--- src/rtl/decrypt_core.sv ---
// decrypt_core: two-stage valid/ready streaming byte decrypter.
// Byte n of a frame decrypts as D = PERM_INV(C ^ KEY[n mod 3]).
// Stage 1 applies the rotating XOR key, and stage 2 undoes the bit permutation.
// Optional macro DECRYPT_CFG_EN adds writable key registers (cfg_we/cfg_sel/cfg_key).
package encrypt_config;
  localparam logic [7:0] XOR_KEY1 = 8'hDE;
  localparam logic [7:0] XOR_KEY2 = 8'hAD;
  localparam logic [7:0] XOR_KEY3 = 8'hBE;
  // Encrypt permutation: ciphertext bit i = plaintext bit PERM_i
  localparam int unsigned PERM_0 = 7;
  localparam int unsigned PERM_1 = 6;
  localparam int unsigned PERM_2 = 5;
  localparam int unsigned PERM_3 = 4;
  localparam int unsigned PERM_4 = 3;
  localparam int unsigned PERM_5 = 2;
  localparam int unsigned PERM_6 = 1;
  localparam int unsigned PERM_7 = 0;
endpackage

module decrypt_core
  import encrypt_config::*;
#(
  parameter int unsigned DATA_W  = 8,
  parameter int unsigned KEY_CNT = 3
) (
  input  logic             clk,
  input  logic             n_rst,
`ifdef DECRYPT_CFG_EN
  input  logic             cfg_we,
  input  logic [1:0]       cfg_sel,
  input  logic [7:0]       cfg_key,
`endif
  decrypt_core_if.slave    bus
);

  if (DATA_W != 8) begin : g_bad_data_w
    $error("decrypt_core: DATA_W must be 8");
  end
  if (KEY_CNT < 1 || KEY_CNT > 3) begin : g_bad_key_cnt
    $error("decrypt_core: KEY_CNT must be 1..3");
  end

  localparam logic [1:0] LAST_IDX = 2'(KEY_CNT - 1);
  localparam logic [2:0] PERM [8] = '{3'(PERM_0), 3'(PERM_1), 3'(PERM_2), 3'(PERM_3),
                                      3'(PERM_4), 3'(PERM_5), 3'(PERM_6), 3'(PERM_7)};

  logic [DATA_W-1:0] w_keys [3];
  logic [1:0]        w_key_sel;
  logic [DATA_W-1:0] w_key;
  logic [DATA_W-1:0] w_plain;
  logic              w_s2_adv;
  logic              w_s1_adv;
  logic              w_accept;

  logic              r_s1_valid;
  logic [DATA_W-1:0] r_s1_data;
  logic              r_s1_sof;
  logic              r_out_valid;
  logic [DATA_W-1:0] r_out_data;
  logic              r_out_sof;
  logic [1:0]        r_key_idx;

`ifdef DECRYPT_CFG_EN
  logic [DATA_W-1:0] r_keys [3];

  // Writable key bank; an accept in the write cycle still sees the old value
  always_ff @(posedge clk or negedge n_rst) begin
    if (!n_rst) begin
      r_keys[0] <= XOR_KEY1;
      r_keys[1] <= XOR_KEY2;
      r_keys[2] <= XOR_KEY3;
    end else if (cfg_we) begin
      case (cfg_sel)
        2'd0:    r_keys[0] <= cfg_key;
        2'd1:    r_keys[1] <= cfg_key;
        2'd2:    r_keys[2] <= cfg_key;
        default: ;
      endcase
    end
  end

  assign w_keys[0] = r_keys[0];
  assign w_keys[1] = r_keys[1];
  assign w_keys[2] = r_keys[2];
`else
  assign w_keys[0] = XOR_KEY1;
  assign w_keys[1] = XOR_KEY2;
  assign w_keys[2] = XOR_KEY3;
`endif

  // Handshake: a stage may load when it is empty or its content moves on
  assign w_s2_adv     = !r_out_valid || bus.out_ready;
  assign w_s1_adv     = !r_s1_valid || w_s2_adv;
  assign w_accept     = bus.in_valid && w_s1_adv;
  assign bus.in_ready = w_s1_adv;

  // Key selection: start of frame always restarts at the first key
  always_comb begin
    w_key_sel = bus.in_sof ? 2'd0 : r_key_idx;
    w_key     = w_keys[0];
    case (w_key_sel)
      2'd1:    w_key = w_keys[1];
      2'd2:    w_key = w_keys[2];
      default: w_key = w_keys[0];
    endcase
  end

  // Inverse permutation: plaintext bit PERM_i is taken from stage-1 bit i
  always_comb begin
    w_plain = '0;
    for (int unsigned i = 0; i < DATA_W; i++) begin
      w_plain[PERM[i]] = r_s1_data[i];
    end
  end

  // Stage 1: XOR with the rotating key on accept
  always_ff @(posedge clk or negedge n_rst) begin
    if (!n_rst) begin
      r_s1_valid <= 1'b0;
      r_s1_data  <= '0;
      r_s1_sof   <= 1'b0;
    end else if (w_s1_adv) begin
      r_s1_valid <= w_accept;
      if (w_accept) begin
        r_s1_data <= bus.in_data ^ w_key;
        r_s1_sof  <= bus.in_sof;
      end
    end
  end

  // Stage 2: permute into the output register; held while stalled
  always_ff @(posedge clk or negedge n_rst) begin
    if (!n_rst) begin
      r_out_valid <= 1'b0;
      r_out_data  <= '0;
      r_out_sof   <= 1'b0;
    end else if (w_s2_adv) begin
      r_out_valid <= r_s1_valid;
      r_out_data  <= w_plain;
      r_out_sof   <= r_s1_sof;
    end
  end

  // Key index for the next accepted byte, wrapping after the last key
  always_ff @(posedge clk or negedge n_rst) begin
    if (!n_rst) begin
      r_key_idx <= '0;
    end else if (w_accept) begin
      if (bus.in_sof) begin
        r_key_idx <= 2'd1;
      end else if (r_key_idx == LAST_IDX) begin
        r_key_idx <= '0;
      end else begin
        r_key_idx <= r_key_idx + 2'd1;
      end
    end
  end

  assign bus.out_valid = r_out_valid;
  assign bus.out_data  = r_out_data;
  assign bus.out_sof   = r_out_sof;
  assign bus.key_idx   = r_key_idx;

endmodule

--- src/rtl/decrypt_core_if.sv ---
// decrypt_core_if: ciphertext-in / plaintext-out streaming bus for decrypt_core.
// The master drives bytes in and accepts plaintext. The slave is the decrypter.
interface decrypt_core_if #(
  parameter int unsigned DATA_W = 8
) ();
  logic              in_valid;
  logic              in_ready;
  logic [DATA_W-1:0] in_data;
  logic              in_sof;
  logic              out_valid;
  logic              out_ready;
  logic [DATA_W-1:0] out_data;
  logic              out_sof;
  logic [1:0]        key_idx;

  modport master (
    output in_valid, in_data, in_sof, out_ready,
    input  in_ready, out_valid, out_data, out_sof, key_idx
  );

  modport slave (
    input  in_valid, in_data, in_sof, out_ready,
    output in_ready, out_valid, out_data, out_sof, key_idx
  );
endinterface

--- src/flat_wrapper.sv ---
// flat-port wrapper written by rule: the top's interface ports become plain ports
module decrypt_core_flat import encrypt_config::*;
#(
  parameter int unsigned DATA_W  = 8,
  parameter int unsigned KEY_CNT = 3
)
  (clk, n_rst, bus_in_valid, bus_in_data, bus_in_sof, bus_out_ready, bus_in_ready, bus_out_valid, bus_out_data, bus_out_sof, bus_key_idx);
  decrypt_core_if #(.DATA_W(DATA_W)) bus_i ();
  input  logic clk;
  input  logic n_rst;
  input wire logic [$bits(bus_i.in_valid)-1:0] bus_in_valid;
  input wire logic [$bits(bus_i.in_data)-1:0] bus_in_data;
  input wire logic [$bits(bus_i.in_sof)-1:0] bus_in_sof;
  input wire logic [$bits(bus_i.out_ready)-1:0] bus_out_ready;
  output wire logic [$bits(bus_i.in_ready)-1:0] bus_in_ready;
  output wire logic [$bits(bus_i.out_valid)-1:0] bus_out_valid;
  output wire logic [$bits(bus_i.out_data)-1:0] bus_out_data;
  output wire logic [$bits(bus_i.out_sof)-1:0] bus_out_sof;
  output wire logic [$bits(bus_i.key_idx)-1:0] bus_key_idx;
  assign bus_i.in_valid = bus_in_valid;
  assign bus_i.in_data = bus_in_data;
  assign bus_i.in_sof = bus_in_sof;
  assign bus_i.out_ready = bus_out_ready;
  assign bus_in_ready = bus_i.in_ready;
  assign bus_out_valid = bus_i.out_valid;
  assign bus_out_data = bus_i.out_data;
  assign bus_out_sof = bus_i.out_sof;
  assign bus_key_idx = bus_i.key_idx;
  decrypt_core #(.DATA_W(DATA_W), .KEY_CNT(KEY_CNT)) u_core (.clk(clk), .n_rst(n_rst), .bus(bus_i));
endmodule
--- config.mk ---
export PLATFORM = sky130hd
export DESIGN_NAME = decrypt_core_flat
export DESIGN_NICKNAME = d
export VERILOG_FILES = /design/src/rtl/decrypt_core.sv /design/src/rtl/decrypt_core_if.sv /design/src/flat_wrapper.sv
export SDC_FILE = /design/constraint.sdc
export NUM_CORES = 1
export LEC_CHECK = 0
export ABC_CLOCK_PERIOD_IN_PS = 2500
export CAP_MARGIN = 20
export CELL_PAD_IN_SITES_DETAIL_PLACEMENT = 1
export CELL_PAD_IN_SITES_GLOBAL_PLACEMENT = 1
export CORE_UTILIZATION = 25
export DETAILED_ROUTE_END_ITERATION = 6
export MAX_ROUTING_LAYER = met4
export PLACE_DENSITY_LB_ADDON = 0.05
export RECOVER_POWER = 25
export SYNTH_ARGS = -nofsm -noshare
export SYNTH_HDL_FRONTEND = slang
export SYNTH_SLANG_ARGS = --single-unit
--- constraint.sdc ---
create_clock -name clk -period 2.5 [get_ports clk]
set_clock_uncertainty 0.15 [all_clocks]
set_input_delay 0.625 -clock clk [delete_from_list [all_inputs] [get_ports clk]]
set_output_delay 0.625 -clock clk [all_outputs]
set_load 0.02 [all_outputs]
==> Yosys cells after proc, flatten, opt, wreduce, memory -nomap -nowiden <==
Index checks and enable logic that the tools add are counted.
{ "word_totals": {"inputBits": 13, "reg_bits": 22, "out_inout_bits": 13, "elab_cells": 22} }
{ "classes": {"n_addsub": 1, "n_reduce_logical": 6, "n_bitwise": 1, "muxes": 4, "eq_ne": 3} }
{ "op_table": {"columns": ["operator", "count"], "rows": [
  ["$pmux 7 s2", 1],
  ["$xor 8x8->8", 1],
  ["$mux 2", 3],
  ["$eq 2x2->1 const B", 2],
  ["$add 2x1->2 const B", 1],
  ["$eq 2x1->1 const B", 1],
  ["$logic_not 1->1", 2],
  ["$logic_or 1x1->1", 2],
  ["$reduce_and 2->1", 1],
  ["$logic_and 1x1->1", 1]
]} }

==> Logic depth before layout (Yosys ltp) <==
{ "logic_depth": {"ltp_word": 5, "ltp_mapped": 4, "ltp_nobuf": 4} }

==> Worst setup path before layout <==
OpenSTA, ideal clock, no wires.
{ "synth_timing": {"path_kind": "input -> register", "start": "input port bus_in_sof", "end": "register u_core.r_s1_data[6]", "required_ns": 2.225, "cell_stages": 4, "slack_ns": 0.766, "n_path_buf": 0, "setup_ns": 0.125, "arrival_time_ns": 1.459, "path_cell_list": "nand2b_1 ha_1 xor2_1 mux2_2"} }
{ "synth_between": {"elab_chain_cells": 4, "word_cells_on_any_way": 5, "cone_classes": "eq/ne: 2; mux: 2; bitwise: 1"} }
{ "synth_rtl": {"columns": ["item", "line", "rtl"], "rows": [
  ["start, declared", "flat_wrapper.sv:13", "input wire logic [$bits(bus_i.in_sof)-1:0] bus_in_sof;"],
  ["$mux 2 *", "decrypt_core.sv:99", "w_key_sel = bus.in_sof ? 2'd0 : r_key_idx;"],
  ["$eq 2x2->1 or $eq 2x1->1 (tied branches)", "decrypt_core.sv:101", "case (w_key_sel)"],
  ["$pmux 7 s2 *", "decrypt_core.sv:101", null],
  ["$xor 8x8->8 *", "decrypt_core.sv:125", "r_s1_data <= bus.in_data ^ w_key;"],
  ["end signal, assigned", "decrypt_core.sv:125", null],
  ["end, declared", "decrypt_core.sv:56", "logic [DATA_W-1:0] r_s1_data;"]
]} }
Mark *: on every way between the ends. The rest lies on a longest branch, timed or not.
A chain may end at the register's enable or synchronous reset.

==> Final worst setup path <==
{ "layout_timing": {"start": "input port bus_out_ready", "end": "output port bus_in_ready"} }
{ "layout_between": {"elab_chain_cells": 2} }
{ "layout_rtl": {"columns": ["item", "line", "rtl"], "rows": [
  ["start, declared", "flat_wrapper.sv:14", "input wire logic [$bits(bus_i.out_ready)-1:0] bus_out_ready;"],
  ["$logic_or 1x1->1", "decrypt_core.sv:92", "assign w_s2_adv = !r_out_valid || bus.out_ready;"],
  ["$logic_or 1x1->1", "decrypt_core.sv:93", "assign w_s1_adv = !r_s1_valid || w_s2_adv;"],
  ["end, declared", "flat_wrapper.sv:15", "output wire logic [$bits(bus_i.in_ready)-1:0] bus_in_ready;"]
]} }
No other way between the ends.

==> results.toml <==
[layout]
drive_above_1_share_pct = 25.53
diodes = 0
area_growth_pct = 41.51
nets = 109
postLayoutCoreUtil_pct = 38.17

[clock_network]
numCtsBuffers = 3
cts_tree = "yes"
clk_latency_ns = 0.26
hold_buffers = 0
postCtsSetupBuffers = 0
cts_root_buffer = "clkbuf_8"
clkTransAtPathRegs_ns = 0.08
clockBufferDepth = 2
h-tree-depth = 1
clock-sinks = 22

[routing]
wire_per_inst_um = 12.28
wirelength_um = 1719
drcViolationCount = 0
vias = 592
routed_via_density = 4.229
dr.pass1.iters = 2
first_iter_violations = 15
antenna_left = 0

[worst_setup_path]
worstPathMaxFanout = 2
cp-startpoint = "bus_out_ready"
max_stage_delay_ns = 0.48
timing.rr.start = "u_core.bus.key_idx[0]$_DFFE_PN0P_"
crit_arrival_ns = 1.57
cpMaxStageDelayCell = "clkdlybuf4s50_1"
cp.required_ns = 1.73
cp-start-kind = "input port"
worstSetupEndpointType = "primary output"
path_class = "in -> out"
crit_family = "buffers and inverters"
crit_buf_inv = 2
crit_chain = "clkdlybuf4s50_1 -> nand3b_4 -> dlygate4sd2_1"

[sta]
min_period_ns = 2.347
tightest_slew_ns = 1.212
slew_headroom_pct = 19.23
period_share_pct = 93.88
hold_viol = 0
max_freq_mhz = 426.1
finalSetupTns_ns = 0
setup_violations = 0
rsz0062_at_grt = "false"
slew_viol_final = 0

[run_status]
outcome = "finished, final reports clean"

[logic_synthesis]
synthCells = 63
synth_area_sq_um = 928.4
ys.warnings.count = 0
synth_seq_area_share_pct = 59.30
netlist.area_leader.share_pct = 59.30
avgSynthCellArea_sq_um = 14.74
synth_common_cells = "dfrtp_1, mux2_2"
yosysTopAreaCell = "dfrtp_1"
yosysMostFrequentCell = "dfrtp_1"
synth_nets = 77
ys_types = 17
synthTopCellsByArea = "dfrtp_1, mux2_2, mux2i_1"
ys_ff_latch = 22
synth_edf_count = 0
synth-main-ff-cell = "dfrtp_1"
async_reset_ff_share_pct = 100.0

[global_route]
grt_use_total_pct = 10.32
grt-ovfl-total = 0
grt_pass1_vias = 633
antenna_found_initial = 0
grt_pass1_wl_um = 2973
grt_max_degree = 23

[placed_design]
io_buffer_count = 25
routabilityCongestion = 0.6263
hpwl_um = 1204

[die]
start_util_pct = 26.97
core_sq_um = 3442
die_h_um = 62.94
ioPinCount = 26
die_x_um = 62.94
row_count = 21
die-area_sq_um = 3961

[hold_path]
hold_class = "reg -> reg"
hp-start = "u_core.r_s1_data[4]$_DFFE_PN0P_"

[power]
vdd_drop_max_v = 0.0002850
leakage_nw = 0.5662
powerDensity_nw_per_um2 = 875.0

[job]
cap_viol_max_count = 0
==> final timing paths <==
check | slack, ns | endpoint | cells past startpoint
setup / recovery | 0.15 | bus_in_ready | 3
hold / removal | 0.35 | u_core.bus.out_data[3]$_DFFE_PN0P_ | 1
setup reg to reg | 0.91 | u_core.r_s1_data[6]$_DFFE_PN0P_ | 4
hold reg to reg | 0.35 | u_core.bus.out_data[3]$_DFFE_PN0P_ | 1
max in group asynchronous | 0.50 | u_core.bus.out_data[0]$_DFFE_PN0P_ | 2
min in group asynchronous | 0.98 | u_core.bus.out_data[7]$_DFFE_PN0P_ | 2
==> worst register-to-register path: cells and delay by family (launching register included) <==
kind	cells	cell delay, ns
XOR/XNOR	1	0.17
adder cells (fa/ha/maj)	1	0.34
flip-flops	1	0.41
multiplexers	1	0.25
AND/OR/NAND/NOR	1	0.16
==> cells by family (layout without fill, tap and decap cells) <==
family          after synthesis  count (layout)  share of synthesized area [%]
xor+xnor                      5               5                          4.718
compound gates                2               2                          1.213
fa+ha+maj                     1               1                          1.347
simple gates                 10              10                          8.357
flops                        22              22                          59.30
mux                          19              19                          22.64
buf+inv                       4              35                          2.426
==> report_power, final <==
group          leakage, nW  switching (mW)  internal (mW)
logic                0.276           0.146          0.192
registers            0.254          0.0449          0.442
clock network       0.0357           0.111          0.214
total                0.566           0.302          0.848
==> metal layers <==
| layer | track usage (%) | wire length (um) | vias up |
|---|---|---|---|
| met2 | 15.86 | 841 | 14 |
| met3 | 2.737 | 81 | 4 |
| li1 | - | - | 273 |
| met5 | - | 0 | - |
| met4 | 5.233 | 27 | 0 |
| met1 | 12.34 | 768 | 301 |
==> area by class of cell <==
cell class / instances / area [sq um]
Clock buffer: 3 / 41.29
Clock inverter: 1 / 30.03
Fill cell: 373 / 2128
Inverter: 3 / 11.26
Multi-Input combinational cell: 37 / 355.3
Sequential cell: 22 / 550.5
Tap cell: 46 / 57.56
Timing Repair Buffer: 28 / 267.8
==> layout by cell type, fill, tap and decap left out, drive strengths merged <==
cell / netlist / routed
nor2b: 1 / 1
mux2i: 3 / 3
ha: 1 / 1
dlygate4sd3: 0 / 1
and3: 1 / 1
bufinv: 0 / 1
xnor2: 3 / 3
xor2: 2 / 2
clkdlybuf4s50: 0 / 23
inv: 3 / 3
or2b: 1 / 1
nand2b: 3 / 3
a31oi: 1 / 1
dlygate4sd2: 0 / 1
nand2: 1 / 1
mux2: 16 / 16
nand3b: 1 / 1
a21oi: 1 / 1
dfrtp: 22 / 22
clkbuf: 0 / 4
buf: 1 / 2
nor2: 2 / 2
==> state kept, by name, summed over array words and instances (netlist names) <==
signal	flops
u_core.bus.key_idx	2
u_core.bus.out_data	8
u_core.bus.out_sof	1
u_core.bus.out_valid	1
u_core.r_s1_data	8
u_core.r_s1_sof	1
u_core.r_s1_valid	1
==> through the flow <==
step           cell area, sq um  hold slack (ns)  power [mW]  std cells  worst slack, ns
2_1_floorplan             928.4           0.1794      0.6777         63           0.7659
3_3_place_gp               1247           0.3345      0.8349        136          -0.1027
3_5_place_dp               1247           0.3365      0.8421        136          -0.1080
4_1_cts                    1318           0.3563       1.176        140           0.1466
5_1_grt                    1314           0.3715       1.222        140           0.1393
6_report                   1314           0.3523       1.150        140           0.1531
==> timing repair <==
| action | in CTS | in global routing |
|---|---|---|
| endpoints found under the setup margin | 1 | 0 |
| resized for setup | 1 | 0 |
| hold endpoints to repair | 0 | 0 |
(Power assumes the default switching activity.)
